<file path="src/rtl/sdram_arbiter.sv">
// Arbitrates a write requester, a read requester and periodic refresh onto a single
// SDRAM command interface using a four-state handshake FSM with registered outputs.
module sdram_arbiter #(
  parameter int unsigned REFRESH_INTERVAL = 360,
  parameter int unsigned ACK_TIMEOUT      = 8
) (
  input  logic       CLK_48MHZ,
  input  logic       RESET,
  input  logic       WRITE_REQ,
  input  logic       READ_REQ,
  input  logic       SDRAM_STATUS,
  output logic [1:0] CMD_OUT,
  output logic       GRANT_WRITE,
  output logic       GRANT_READ,
  output logic       NEXT_WRITE,
  output logic       NEXT_READ,
  output logic       REFRESH_MISSED,
  output logic       TIMEOUT_ERR
);

  localparam logic [1:0] CmdNop     = 2'b00;
  localparam logic [1:0] CmdWrite   = 2'b01;
  localparam logic [1:0] CmdRead    = 2'b10;
  localparam logic [1:0] CmdRefresh = 2'b11;

  localparam int unsigned RefW = $clog2(REFRESH_INTERVAL + 1);
  localparam int unsigned TmoW = $clog2(ACK_TIMEOUT + 1);

  typedef enum logic [1:0] {StIdle, StIssue, StWaitBusy, StWaitDone} state_e;

  state_e          state_q;
  logic [1:0]      cmd_q;
  logic [1:0]      op_q;
  logic            grant_wr_q, grant_rd_q;
  logic            next_wr_q, next_rd_q;
  logic            timeout_q;
  logic            last_rd_q;
  logic [TmoW-1:0] tmo_cnt_q;

  logic [RefW-1:0] refresh_cnt_q, refresh_cnt_d;
  logic            pending_q, pending_d;
  logic            missed_q, missed_d;

  logic            done;
  logic            wrap;
  logic            can_eval;
  logic [1:0]      sel_cmd;

  assign done = (state_q == StWaitDone) && SDRAM_STATUS;
  assign wrap = (refresh_cnt_q == '0);
  // Hold off selection during the NEXT_* cycle so requester addresses have advanced.
  assign can_eval = (state_q == StIdle) && SDRAM_STATUS && !next_wr_q && !next_rd_q;

  always_comb begin
    sel_cmd = CmdNop;
    if (pending_q) begin
      sel_cmd = CmdRefresh;
    end else if (WRITE_REQ && READ_REQ) begin
      sel_cmd = last_rd_q ? CmdWrite : CmdRead;
    end else if (WRITE_REQ) begin
      sel_cmd = CmdWrite;
    end else if (READ_REQ) begin
      sel_cmd = CmdRead;
    end
  end

  always_comb begin
    refresh_cnt_d = wrap ? RefW'(REFRESH_INTERVAL - 1) : refresh_cnt_q - RefW'(1);
    pending_d     = pending_q;
    if (done && (op_q == CmdRefresh)) begin
      pending_d = 1'b0;
    end
    if (wrap) begin
      pending_d = 1'b1;
    end
    missed_d = missed_q | (wrap & pending_q);
  end

  always_ff @(posedge CLK_48MHZ) begin
    if (RESET) begin
      refresh_cnt_q <= RefW'(REFRESH_INTERVAL - 1);
      pending_q     <= 1'b0;
      missed_q      <= 1'b0;
    end else begin
      refresh_cnt_q <= refresh_cnt_d;
      pending_q     <= pending_d;
      missed_q      <= missed_d;
    end
  end

  always_ff @(posedge CLK_48MHZ) begin
    if (RESET) begin
      state_q    <= StIdle;
      cmd_q      <= CmdNop;
      op_q       <= CmdNop;
      grant_wr_q <= 1'b0;
      grant_rd_q <= 1'b0;
      next_wr_q  <= 1'b0;
      next_rd_q  <= 1'b0;
      timeout_q  <= 1'b0;
      last_rd_q  <= 1'b1;
      tmo_cnt_q  <= '0;
    end else begin
      cmd_q     <= CmdNop;
      next_wr_q <= 1'b0;
      next_rd_q <= 1'b0;
      unique case (state_q)
        StIdle: begin
          if (can_eval && (sel_cmd != CmdNop)) begin
            state_q    <= StIssue;
            cmd_q      <= sel_cmd;
            op_q       <= sel_cmd;
            grant_wr_q <= (sel_cmd == CmdWrite);
            grant_rd_q <= (sel_cmd == CmdRead);
          end
        end
        StIssue: begin
          state_q   <= StWaitBusy;
          tmo_cnt_q <= '0;
        end
        StWaitBusy: begin
          if (!SDRAM_STATUS) begin
            state_q <= StWaitDone;
          end else if (tmo_cnt_q == TmoW'(ACK_TIMEOUT - 1)) begin
            // Pending refresh and last_served stay untouched so the same request retries.
            state_q    <= StIdle;
            timeout_q  <= 1'b1;
            grant_wr_q <= 1'b0;
            grant_rd_q <= 1'b0;
          end else begin
            tmo_cnt_q <= tmo_cnt_q + TmoW'(1);
          end
        end
        StWaitDone: begin
          if (SDRAM_STATUS) begin
            state_q    <= StIdle;
            next_wr_q  <= (op_q == CmdWrite);
            next_rd_q  <= (op_q == CmdRead);
            grant_wr_q <= 1'b0;
            grant_rd_q <= 1'b0;
            if (op_q != CmdRefresh) begin
              last_rd_q <= (op_q == CmdRead);
            end
          end
        end
        default: state_q <= StIdle;
      endcase
    end
  end

  assign CMD_OUT        = cmd_q;
  assign GRANT_WRITE    = grant_wr_q;
  assign GRANT_READ     = grant_rd_q;
  assign NEXT_WRITE     = next_wr_q;
  assign NEXT_READ      = next_rd_q;
  assign REFRESH_MISSED = missed_q;
  assign TIMEOUT_ERR    = timeout_q;

endmodule

</file>
<file path="config.mk">
export PLATFORM = sky130hd
export DESIGN_NAME = sdram_arbiter
export DESIGN_NICKNAME = d
export VERILOG_FILES = /design/src/rtl/sdram_arbiter.sv
export SDC_FILE = /design/constraint.sdc
export NUM_CORES = 1
export LEC_CHECK = 0
export CAP_MARGIN = 40
export CORE_MARGIN = 8
export CORE_UTILIZATION = 54
export CTS_CLUSTER_SIZE = 40
export DETAILED_ROUTE_END_ITERATION = 10
export PLACE_DENSITY = 0.85
export SYNTH_ARGS = -nofsm -noshare
export SYNTH_HDL_FRONTEND = slang
export SYNTH_SLANG_ARGS = --single-unit
export TNS_END_PERCENT = 100
</file>
<file path="constraint.sdc">
create_clock -name CLK_48MHZ -period 2.07 [get_ports CLK_48MHZ]
set_input_delay 0.414 -clock CLK_48MHZ [delete_from_list [all_inputs] [get_ports CLK_48MHZ]]
set_output_delay 0.414 -clock CLK_48MHZ [all_outputs]
set_load 0.05 [all_outputs]
</file>
Word-level counts from Yosys, hierarchy flattened
Index checks and enable logic that the tools add are counted.
{"block": "totals", "reg_bits": 27, "input_bits": 5, "output_inout_bits": 8, "elab_cells": 83}
{"block": "op_classes", "n_addsub": 2, "eq_ne": 16, "muxes": 22, "n_bitwise": 6, "n_reduce_logical": 24}
{"operator": "2-bit 2-to-1 mux", "n": 9}
{"operator": "3-bit AND reduction", "n": 4}
{"operator": "2-bit == test, second input constant", "n": 5}
{"operator": "2-bit inequality test, second input constant", "n": 5}
{"operator": "9-bit logical NOT", "n": 1}
{"operator": "9-bit by 1-bit subtractor with 9-bit output, second input constant", "n": 1}
{"operator": "4-bit 2-to-1 mux", "n": 2}
{"operator": "2-bit one-hot mux with 4 select lines", "n": 1}
{"operator": "4-bit one-hot mux with 2 select lines", "n": 1}
{"operator": "1-bit logical AND", "n": 7}
{"operator": "1-bit 2-to-1 mux", "n": 7}
{"operator": "2-bit by 1-bit == test with 1-bit output, second input constant", "n": 3}
{"operator": "1-bit one-hot mux with 3 select lines", "n": 2}
{"operator": "2-bit nonzero test", "n": 3}
{"operator": "3-bit OR reduction", "n": 2}
{"operator": "5-bit AND reduction", "n": 1}
{"operator": "4-bit by 1-bit adder with 4-bit output, second input constant", "n": 1}
{"operator": "4-bit by 3-bit == test with 1-bit output, second input constant", "n": 1}
{"operator": "1-bit NOT", "n": 4}
{"operator": "3-bit inequality test, second input constant", "n": 1}
{"operator": "3-bit nonzero test", "n": 1}
{"operator": "1-bit logical NOT", "n": 2}
{"operator": "2-bit logical NOT", "n": 1}
{"operator": "2-bit by 1-bit inequality test with 1-bit output, second input constant", "n": 1}
{"operator": "other kinds (4)", "n": 4}

Longest topological paths before layout
{"block": "depth", "word_depth": 8, "depth_mapped": 7, "depth_no_buf": 6}

Least setup slack after synthesis
No wires, ideal clock.
{"block": "synth_timing", "path_kind": "register to register", "from": "register state_q[0]", "to": "register grant_rd_q (netlist: GRANT_READ)", "setup_ps": 120, "arrival_ps": 1755, "t_required_ps": 1950, "slack_ps": 195, "path_stages_with_launch": 7, "n_path_buf": 0, "synth_period_minus_slack_ps": 1875, "cell_sequence": "dfxtp_1 -> inv_1 -> ha_1 -> nand2_2 -> or4_4 -> a221o_2 -> mux2i_1"}
{"block": "synth_between", "elab_chain_len": 7, "word_cells_on_any_way": 14, "classes_between": "eq/ne: 6; mux: 1; reduce/logical: 7"}
{"item": "start, declared", "line": "31", "rtl": "state_e state_q;"}
{"item": "start signal, assigned", "line": "93", "rtl": "state_q <= StIdle;"}
{"item": "start signal, assigned", "line": "110", "rtl": "state_q <= StIssue;"}
{"item": "start signal, assigned", "line": "118", "rtl": "state_q <= StWaitBusy;"}
{"item": "2-bit logical NOT", "line": "52, 107"}
{"item": "1-bit logical AND (3 in series)", "line": "52", "rtl": "assign can_eval = (state_q == StIdle) && SDRAM_STATUS && !next_wr_q && !next_rd_q;"}
{"item": "1-bit logical AND", "line": "109", "rtl": "if (can_eval && (sel_cmd != CmdNop)) begin"}
{"item": "2-bit by 1-bit inequality test with 1-bit output (no source line)"}
{"item": "5-bit AND reduction (no source line)"}
{"item": "end signal, assigned", "line": "114", "rtl": "grant_rd_q <= (sel_cmd == CmdRead);"}
{"item": "end, declared", "line": "34", "rtl": "logic grant_wr_q, grant_rd_q;"}
Parallel ways exist; a longest one is shown, timed or not.
A chain may end at the register's enable or synchronous reset.

Final worst setup path
{"block": "layout_timing", "from": "register next_rd_q (netlist: NEXT_READ)", "to": "output port NEXT_READ"}
{"item": "start, declared", "line": "35", "rtl": "logic next_wr_q, next_rd_q;"}
{"item": "start signal, assigned", "line": "138", "rtl": "next_rd_q <= (op_q == CmdRead);"}
{"item": "end, declared", "line": "16", "rtl": "output logic NEXT_READ,"}
No word-level cell between the ends.

==> out/results.ini <==
[drt]
vias = 1034
drc_errors = 0
drtAntennaViolNets = 0
via_per_inst = 5.559
dr.pass1.iters = 4
drt_wl_total_um = 2613
wl_per_cell_um = 14.05
drt_iter0_drc = 44

[timing]
setup_viol_count_final = 0
final.setup.worst_slack_ps = 91.66
slew_headroom_pct = 66.13
finalCriticalPeriod_ps = 1978
period_share_pct = 95.57
tightest_slew_ps = 506.5
hold_violations = 0
drv_slew = 0
skew_ps = 4.566
fmax_ghz = 0.5055

[global_routing]
grt_pass1_wl_um = 4195
gr-usage-all-layers_pct = 12.30
antenna_found_initial = 0
grt_pass1_vias = 1037
grt_start_max_net_pins = 18
grt-ovfl-total = 0

[critical_path]
path_buf_inv = 1
slowest_stage = clkdlybuf4s50_1
crit_type = reg -> out
crit_required_ps = 1660
crit_chain = clkdlybuf4s50_1
regToRegSetupSlack_ps = 100
endpoint_kind = output port
cp_slowest_stage_delay_ps = 820
cp_max_fo = 3
arrival_ps = 1560
cpLargestDelayFamily = buffers and inverters
critPathLaunchType = register

[logic_synthesis]
synth_cell_type_count = 36
ys.flop_type = dfxtp_1
ys_ff_latch = 27
synth_seq_area_share_pct = 43.50
synth_area_leaders = dfxtp_1, ha_1, nand2_1, nor2_1, xnor2_1
syn_area_um2 = 1242
synth_enable_flop_cells = 0
yosysMostFrequentCell = dfxtp_1
synth_top_area_share_pct = 43.50
avgSynthCellArea_um2 = 9.069
postSynth.asyncResetShare_pct = 0
syn-num-nets = 150
ys.warnings.count = 0
synth_top_area_cell = dfxtp_1
synthTopCellsByCount = dfxtp_1, nand2_1, nor2_1
syn_inst = 137

[clock_tree]
cts_tree = built
ctsLongestPathBuffers = 2
cts-root-buf = clkbuf_4
cts.sink_count = 27
postCtsSetupBuffers = 0
clk_pin_slew_ps = 150
cts-resized-gates = 0
cts_buffers = 3
holdBufCountCts = 0
htreeDepth = 1
clock_latency_ps = 340

[floorplan]
io_pins = 13
core_area_um2 = 2191
start_util_pct = 56.71
fp.dieH_um = 63.97
placementRows = 17
die_area_um2 = 4092
die_x_um = 63.97

[finish]
nNetsFinal = 172
area_growth_syn_to_layout_pct = 19.94
n_fill_cell = 179
antenna_cells = 0
final_core_util_pct = 68.02
drive_gt1_share_pct = 11.39

[pwr]
peakVddDrop_uv = 502.1
p_total_mw = 1.430
net-switching-power_mw = 0.5197
pwr-share-seq_pct = 43.1
p_comb_share_pct = 39.6
p_sw_share_pct = 36.34
clkPwrFrac_pct = 17.3
p_int_mw = 0.9104
leakage_nw = 0.5894
pwr_density_cell_nw_per_um2 = 959.7

[place]
dp_slack_ps = -111.0
routabilityCongestion = 0.8505
port_buffers = 12
detailed_place_hpwl_um = 1964

[run_status]
status = finished clean

[worst_hold_path]
hp-class = reg -> reg

[job]
max_cap_viol_count = 0

-- cells in the final DEF (no fill, tap or decap), types with 2 or more instances in the layout --
cell type        synthesis  layout
xor2_1                   2       2
dfxtp_1                 27      27
or4_1                    2       2
a211oi_1                 2       2
inv_1                    8       8
nor4_1                   4       4
mux2i_1                  2       2
buf_4                    0       8
a21oi_1                  5       5
o31ai_1                  2       2
nor3_1                   6       6
nand3_1                  5       5
o21ai_0                  5       5
nand2b_1                 5       5
nor2_1                  13      13
nand2_1                 13      13
clkdlybuf4s50_1          0      12
ha_1                     8       7
xnor2_1                  5       5
nor4b_1                  2       2
clkbuf_4                 0       3
a21boi_0                 2       2
-- routing by layer --
layer	GRT usage [%]	vias to the layer above	share of wire [%]
met1	12.56	486	43
li1	-	525	-
met4	5.850	0	2.1
met5	0	-	0
met2	23.09	17	51
met3	2.613	6	3.8
-- worst paths after layout --
path	start	end	cells after the start
worst min-delay path	refresh_cnt_q[0]$_SDFF_PP1_	refresh_cnt_q[0]$_SDFF_PP1_	1
worst max-delay path	NEXT_READ$_SDFF_PP0_	NEXT_READ	1
worst min register to register	refresh_cnt_q[0]$_SDFF_PP1_	refresh_cnt_q[0]$_SDFF_PP1_	1
worst max register to register	state_q[1]$_SDFFE_PP0P_	state_q[0]$_SDFFE_PP0P_	6
-- registers in the layout, summed over array words and instances, names as in the netlist --
| signal | count |
|---|---|
| NEXT_WRITE | 1 |
| TIMEOUT_ERR | 1 |
| GRANT_READ | 1 |
| pending_q | 1 |
| REFRESH_MISSED | 1 |
| refresh_cnt_q | 9 |
| GRANT_WRITE | 1 |
| last_rd_q | 1 |
| tmo_cnt_q | 4 |
| state_q | 2 |
| CMD_OUT | 2 |
| NEXT_READ | 1 |
| op_q | 2 |
-- final cells by class --
class	instances	area [um^2]	share of cell area, %
clock buffers	3	22.52	1.511
clock inverters	1	8.758	0.5877
inverters	8	30.03	2.015
multi-input cells	99	673.1	45.17
flip-flops and latches	27	540.5	36.27
well taps	28	35.03	2.351
repair buffers	20	180.2	12.09
-- per-stage QoR --
step                      std cells  area, um^2  setup TNS (ps)  hold slack, ps
after detailed placement        182        1446          -301.5           404.6
after floorplan                 137        1242               0           379.0
after CTS                       186        1478               0           438.4
final                           186        1490               0           429.5
after global routing            186        1490          -3.150           449.9
after global placement          182        1446          -158.3           394.4
-- power by group through the flow --
stage / sequential, mW / combinational (mW) / clock (mW)
2_1_floorplan: 0.675 / 0.317 / 0
3_3_place_gp: 0.623 / 0.510 / 0
3_5_place_dp: 0.628 / 0.530 / 0
4_1_cts: 0.616 / 0.534 / 0.253
5_1_grt: 0.623 / 0.613 / 0.266
6_report: 0.617 / 0.566 / 0.247
-- kinds of logic (layout without fill, tap and decap cells) --
logic type | after synthesis | after routing | share of synthesized area [%]
fa+ha+maj | 8 | 8 | 8.057
compound gates | 22 | 22 | 12.39
simple gates | 59 | 59 | 25.28
xor+xnor | 7 | 7 | 4.935
flops | 27 | 27 | 43.50
mux | 3 | 3 | 2.518
buf+inv | 11 | 32 | 3.323
Power figures use the tool's default switching activity.
